$ cat src/rtl/irq_ctrl.sv
// Interrupt controller: synchronizes and edge-detects peripheral done lines,
// latches them as pending, masks them, and presents one prioritized source
// at a time on hwint until software acknowledges through a memory-mapped write.
module irq_ctrl #(
    parameter int unsigned NSRC = 4
) (
    input  logic            clk,
    input  logic            reset,
    input  logic [NSRC-1:0] src,
    input  logic            sel,
    input  logic            we,
    input  logic [1:0]      addr,
    input  logic [31:0]     wd,
    output logic [31:0]     rd,
    output logic [NSRC-1:0] hwint
);

    typedef enum logic [1:0] {
        ST_IDLE   = 2'd0,
        ST_ACTIVE = 2'd1,
        ST_COOL   = 2'd2
    } state_t;

    localparam logic [1:0] A_PEND = 2'd0;
    localparam logic [1:0] A_MASK = 2'd1;
    localparam logic [1:0] A_VEC  = 2'd2;
    localparam logic [1:0] A_ACK  = 2'd3;

    logic [NSRC-1:0] r_sync1;
    logic [NSRC-1:0] r_sync2;
    logic [NSRC-1:0] r_edge;
    logic [NSRC-1:0] r_rise;
    logic [1:0]      r_arm;
    logic            w_armed;

    logic [NSRC-1:0] r_pend;
    logic [NSRC-1:0] r_mask;
    logic [NSRC-1:0] w_pend_nxt;
    logic [NSRC-1:0] w_clr;
    logic [NSRC-1:0] w_req;
    logic            w_mask_wr;
    logic            w_ack_wr;

    state_t          r_state;
    state_t          w_state_nxt;
    logic [2:0]      r_lock;
    logic [2:0]      w_lock_nxt;
    logic [2:0]      w_grant_idx;
    logic [NSRC-1:0] r_hwint;
    logic [NSRC-1:0] w_hwint_nxt;

    logic            w_unused_wd;

    assign w_unused_wd = ^wd;
    assign w_armed     = (r_arm == 2'd3);
    assign w_req       = r_pend & r_mask;
    assign w_mask_wr   = sel & we & (addr == A_MASK);
    assign w_ack_wr    = sel & we & (addr == A_ACK);
    assign hwint       = r_hwint;

    // Synchronize src, register the edge flop and a one-cycle rise pulse.
    // Edges are ignored until the edge flop has tracked src for three clocks
    // after reset, so a level already high at reset release is not an event.
    always_ff @(posedge clk or negedge reset) begin
        if (!reset) begin
            r_sync1 <= '0;
            r_sync2 <= '0;
            r_edge  <= '0;
            r_rise  <= '0;
            r_arm   <= '0;
        end else begin
            r_sync1 <= src;
            r_sync2 <= r_sync1;
            r_edge  <= r_sync2;
            r_rise  <= w_armed ? (r_sync2 & ~r_edge) : '0;
            if (!w_armed) begin
                r_arm <= r_arm + 2'd1;
            end
        end
    end

    // Pending and mask registers; a new rise wins over a same-cycle ACK clear.
    always_ff @(posedge clk or negedge reset) begin
        if (!reset) begin
            r_pend <= '0;
            r_mask <= '0;
        end else begin
            r_pend <= w_pend_nxt;
            if (w_mask_wr) begin
                r_mask <= wd[NSRC-1:0];
            end
        end
    end

    assign w_pend_nxt = (r_pend & ~w_clr) | r_rise;

    // Lowest set index of the masked pending vector wins.
    always_comb begin
        w_grant_idx = '0;
        for (int unsigned i = NSRC; i > 0; i--) begin
            if (w_req[i-1]) begin
                w_grant_idx = 3'(i - 1);
            end
        end
    end

    // FSM state, frozen lock index and registered hwint flags.
    always_ff @(posedge clk or negedge reset) begin
        if (!reset) begin
            r_state <= ST_IDLE;
            r_lock  <= '0;
            r_hwint <= '0;
        end else begin
            r_state <= w_state_nxt;
            r_lock  <= w_lock_nxt;
            r_hwint <= w_hwint_nxt;
        end
    end

    // Next state; hwint is decoded from the next state so it rises on the
    // same edge that enters ACTIVE.
    always_comb begin
        w_state_nxt = r_state;
        w_lock_nxt  = r_lock;
        w_clr       = '0;
        case (r_state)
            ST_IDLE: begin
                if (|w_req) begin
                    w_state_nxt = ST_ACTIVE;
                    w_lock_nxt  = w_grant_idx;
                end
            end
            ST_ACTIVE: begin
                if (w_ack_wr) begin
                    w_clr       = NSRC'(1) << r_lock;
                    w_state_nxt = ST_COOL;
                end
            end
            ST_COOL: begin
                w_state_nxt = ST_IDLE;
            end
            default: begin
                w_state_nxt = ST_IDLE;
            end
        endcase
        w_hwint_nxt = (w_state_nxt == ST_ACTIVE) ? (NSRC'(1) << w_lock_nxt) : '0;
    end

    // Combinational read mux.
    always_comb begin
        rd = '0;
        if (sel) begin
            case (addr)
                A_PEND: rd[NSRC-1:0] = r_pend;
                A_MASK: rd[NSRC-1:0] = r_mask;
                A_VEC: begin
                    rd[31]  = (r_state == ST_ACTIVE);
                    rd[9:8] = r_state;
                    rd[2:0] = r_lock;
                end
                default: rd = '0;
            endcase
        end
    end

endmodule

$ cat config.mk
export PLATFORM = sky130hd
export DESIGN_NAME = irq_ctrl
export DESIGN_NICKNAME = d
export VERILOG_FILES = /design/src/rtl/irq_ctrl.sv
export SDC_FILE = /design/constraint.sdc
export NUM_CORES = 1
export LEC_CHECK = 0
export ABC_AREA = 1
export CAP_MARGIN = 20
export CORE_UTILIZATION = 44
export CTS_BUF_LIST = sky130_fd_sc_hd__clkbuf_8
export CTS_CLUSTER_DIAMETER = 120
export DETAILED_ROUTE_END_ITERATION = 7
export GPL_TIMING_DRIVEN = 0
export PLACE_DENSITY = 0.87
export SYNTH_ARGS = -nofsm -noshare
export SYNTH_HDL_FRONTEND = slang
export SYNTH_SLANG_ARGS = --single-unit
export TNS_END_PERCENT = 30
$ cat constraint.sdc
create_clock -name clk -period 1.98 [get_ports clk]
set_input_delay 0.396 -clock clk [delete_from_list [all_inputs] [get_ports clk]]
set_output_delay 0.396 -clock clk [all_outputs]
set_load 0.005 [all_outputs]
==> out/metrics.yaml, run 1 <==
status: "finished, final reports clean"
antenna_found_initial: 0
grt-ovfl-total: 0
seqPwrFrac_pct: 44.3
drv_slew: 0
syn_to_final_growth_pct: 32.6
post-place-ws_ns: -0.471
clock_skew_ns: 0.00203
drc: 0
grt_pass1_wl_um: 3940
ant_nets: 0
path_max_fanout: 4
leakagePower_uw: 0.00113
switching_share_pct: 29.0
grt_max_degree: 36
drive_above_1_share_pct: 23.3
cts_buffer_depth: 2
first_iter_violations: 28
drt_first_pass_iters: 4
p_int_uw: 1410
setup_viol: 0
synth.avg_cell_area_um2: 9.40
cts_tree: "yes"
tightest_slew_ns: 0.724
place_inst: 261
die_h_um: 61.7
clk-insertion-delay-late_ns: 0.28
core_um2: 3360
power_uw: 1980
die_area_um2: 3810
period_minus_slack_ns: 1.93
hold_ws_ns: 0.168
io_pins: 78
ys_ff_latch: 35
drv_cap: 0
comb_power_share_pct: 28.7
p_sw_uw: 575
fmax_mhz: 517
final_cell_count_no_fill: 273
critPathKind: "reg2out"
syn-cell-area_um2: 1570
period_share_pct: 97.6
critical_path_required_ns: 1.58
drt-wirelength-per-cell_um: 9.23
path_clk_slew_ns: 0.06
worstPathArrival_ns: 1.54
yosys_warnings: 0
place_congestion: 0.810
hold_viol_final: 0
antenna_cells: 0
yosysSeqAreaShare_pct: 55.8
avgViaCountPerCell: 4.23
routed_wl_um: 2520
initial_core_util_pct: 46.7
fin_nets: 269
vdd_drop_max_uv: 523
hold_class: "in2async"
rows: 21
cts_sinks: 35
clkPwrFrac_pct: 27.1
grt.total_usage_pct: 15.1
maxSlewHeadroom_pct: 51.8
h-tree-depth: 2
fp.dieW_um: 61.7
end_kind: "output port"
rsz0062_at_grt: "true"
setup_slack_ns: 0.0466
yosysUniqueCellTypes: 20
vias: 1154
final_util_pct: 61.9
numCtsBuffers: 5
powerDensity_nw_per_um2: 954
root_buffer: "clkbuf_8"
worstSetupStartpointType: "flop"
portBuffers: 24
netlist_instances: 167
grt_pass1_vias: 1017
hpwl_um: 1900
critical path, cell delays in order (launching register included):
cell and delay (ns):
dfrtp_1 0.35, inv_1 0.08, o211ai_1 0.21, nand2_1 0.07, inv_1 0.05, clkdlybuf4s50_1 0.49
power groups by stage:
stage | clock network (uW) | registers, uW | logic (uW)
floorplan | 0 | 884 | 315
global placement | 0 | 889 | 488
detailed placement | 0 | 893 | 499
CTS | 558 | 879 | 522
global route | 586 | 887 | 655
finish | 537 | 878 | 569
Yosys cell counts:
master | instances | area share, %
nand2_1 | 38 | 9.1
dfrtp_1 | 35 | 56
buf_4 | 25 | 12
inv_1 | 18 | 4.3
nor2_1 | 11 | 2.6
nand3_1 | 10 | 3.2
nor3_1 | 7 | 2.2
a21o_1 | 4 | 1.9
o21ai_0 | 4 | 1.3
nand2_2 | 2 | 0.80
nor2_2 | 2 | 0.80
nor2_4 | 2 | 1.4
o211ai_1 | 2 | 0.96
a21oi_1 | 1 | 0.32
conb_1 | 1 | 0.24
ha_1 | 1 | 0.80
mux2_2 | 1 | 0.72
nand3_2 | 1 | 0.64
o21ai_1 | 1 | 0.32
xnor2_1 | 1 | 0.56
cell families after synthesis:
group                    Yosys count  synth area share (%)
AND/OR/NAND/NOR                   73                  20.8
buffers and inverters             43                  16.3
flip-flops                        35                  55.8
AO/OA/AOI/OAI                     12                  4.78
adder cells (fa/ha/maj)            1                 0.797
other                              1                 0.239
XOR/XNOR                           1                 0.558
multiplexers                       1                 0.718
state kept, by name, indices dropped and copies added (netlist names), 3 cells and up:
register / cells
r_sync1: 4
hwint: 4
r_sync2: 4
r_lock: 3
r_mask: 4
r_pend: 4
r_rise: 4
r_edge: 4
per-layer routing:
| layer | vias to the layer above | part of all wire (%) | track usage [%] |
|---|---|---|---|
| li1 | 588 | - | - |
| met3 | 6 | 6.2 | 5.59 |
| met1 | 524 | 43 | 14.9 |
| met5 | - | 0 | 0 |
| met4 | 0 | 1.9 | 7.62 |
| met2 | 36 | 49 | 27.5 |
layout make-up:
class	instances	area (um^2)
Sequential cell	35	877
Multi-Input combinational cell	113	533
Inverter	18	67.6
Timing Repair Buffer	28	258
Tap cell	46	57.6
Buffer	25	188
Clock buffer	7	96.3
Fill cell	323	1280
Clock inverter	1	3.75
stage by stage:
| stage | instance area, um^2 | setup TNS, ns |
|---|---|---|
| final | 2080 | 0 |
| after detailed placement | 1950 | -2.55 |
| after floorplan | 1660 | 0 |
| after global routing | 2080 | -0.0403 |
| after CTS | 2060 | 0 |
| after global placement | 1960 | -6.73 |
timing repair:
item / CTS / global route
hold buffers: 0 / 0
endpoints found under the setup margin: 7 / 6
pin swaps: 4 / 3
setup buffers: 1 / 3
resized for setup: 14 / 5
endpoints found under the hold margin: 0 / 0
worst paths after layout:
path                                 start          to  slack, ns  depth (start not counted)
worst min-delay path                 reset  r_sync2[0]       0.17                          1
worst min register to register  r_sync1[3]  r_sync2[3]       0.35                          0
worst max register to register  r_state[1]    hwint[3]       0.74                          6
min in group clk                r_sync1[3]  r_sync2[3]       0.35                          0
max in group asynchronous            reset   r_lock[2]       1.31                          1
worst max-delay path             r_lock[1]       rd[1]       0.05                          5
cells in the final DEF, fill, tap and decap left out:
master / netlist / final
o21ai_0: 4 / 4
nand2_1: 38 / 38
nor2_1: 11 / 9
clkbuf_2: 0 / 1
clkbuf_8: 0 / 7
inv_2: 0 / 2
nand3_2: 1 / 1
nor2_4: 2 / 2
a21oi_1: 1 / 1
clkdlybuf4s50_1: 0 / 18
nor3_1: 7 / 7
ha_1: 1 / 1
dfrtp_1: 35 / 34
a21o_1: 4 / 4
nor2_2: 2 / 4
mux2_2: 1 / 1
inv_1: 18 / 17
o21ai_1: 1 / 1
xnor2_1: 1 / 1
nand2_2: 2 / 2
dlymetal6s2s_1: 0 / 2
o211ai_1: 2 / 2
dfrtp_2: 0 / 1
nand3_1: 10 / 10
buf_2: 0 / 2
buf_4: 25 / 30
conb_1: 1 / 25
Power figures use the tool's default switching activity.
==> inputs of run 2 (changes only) <==
--- a/config.mk
+++ b/config.mk
@@ -10,6 +10,7 @@
 export CORE_UTILIZATION = 44
 export CTS_BUF_LIST = sky130_fd_sc_hd__clkbuf_8
 export CTS_CLUSTER_DIAMETER = 120
+export CTS_CLUSTER_SIZE = 16
 export DETAILED_ROUTE_END_ITERATION = 7
 export GPL_TIMING_DRIVEN = 0
 export PLACE_DENSITY = 0.87
==> results of run 2 <==
Same layout as run 1: the final DEF is identical, and so are final timing and power.
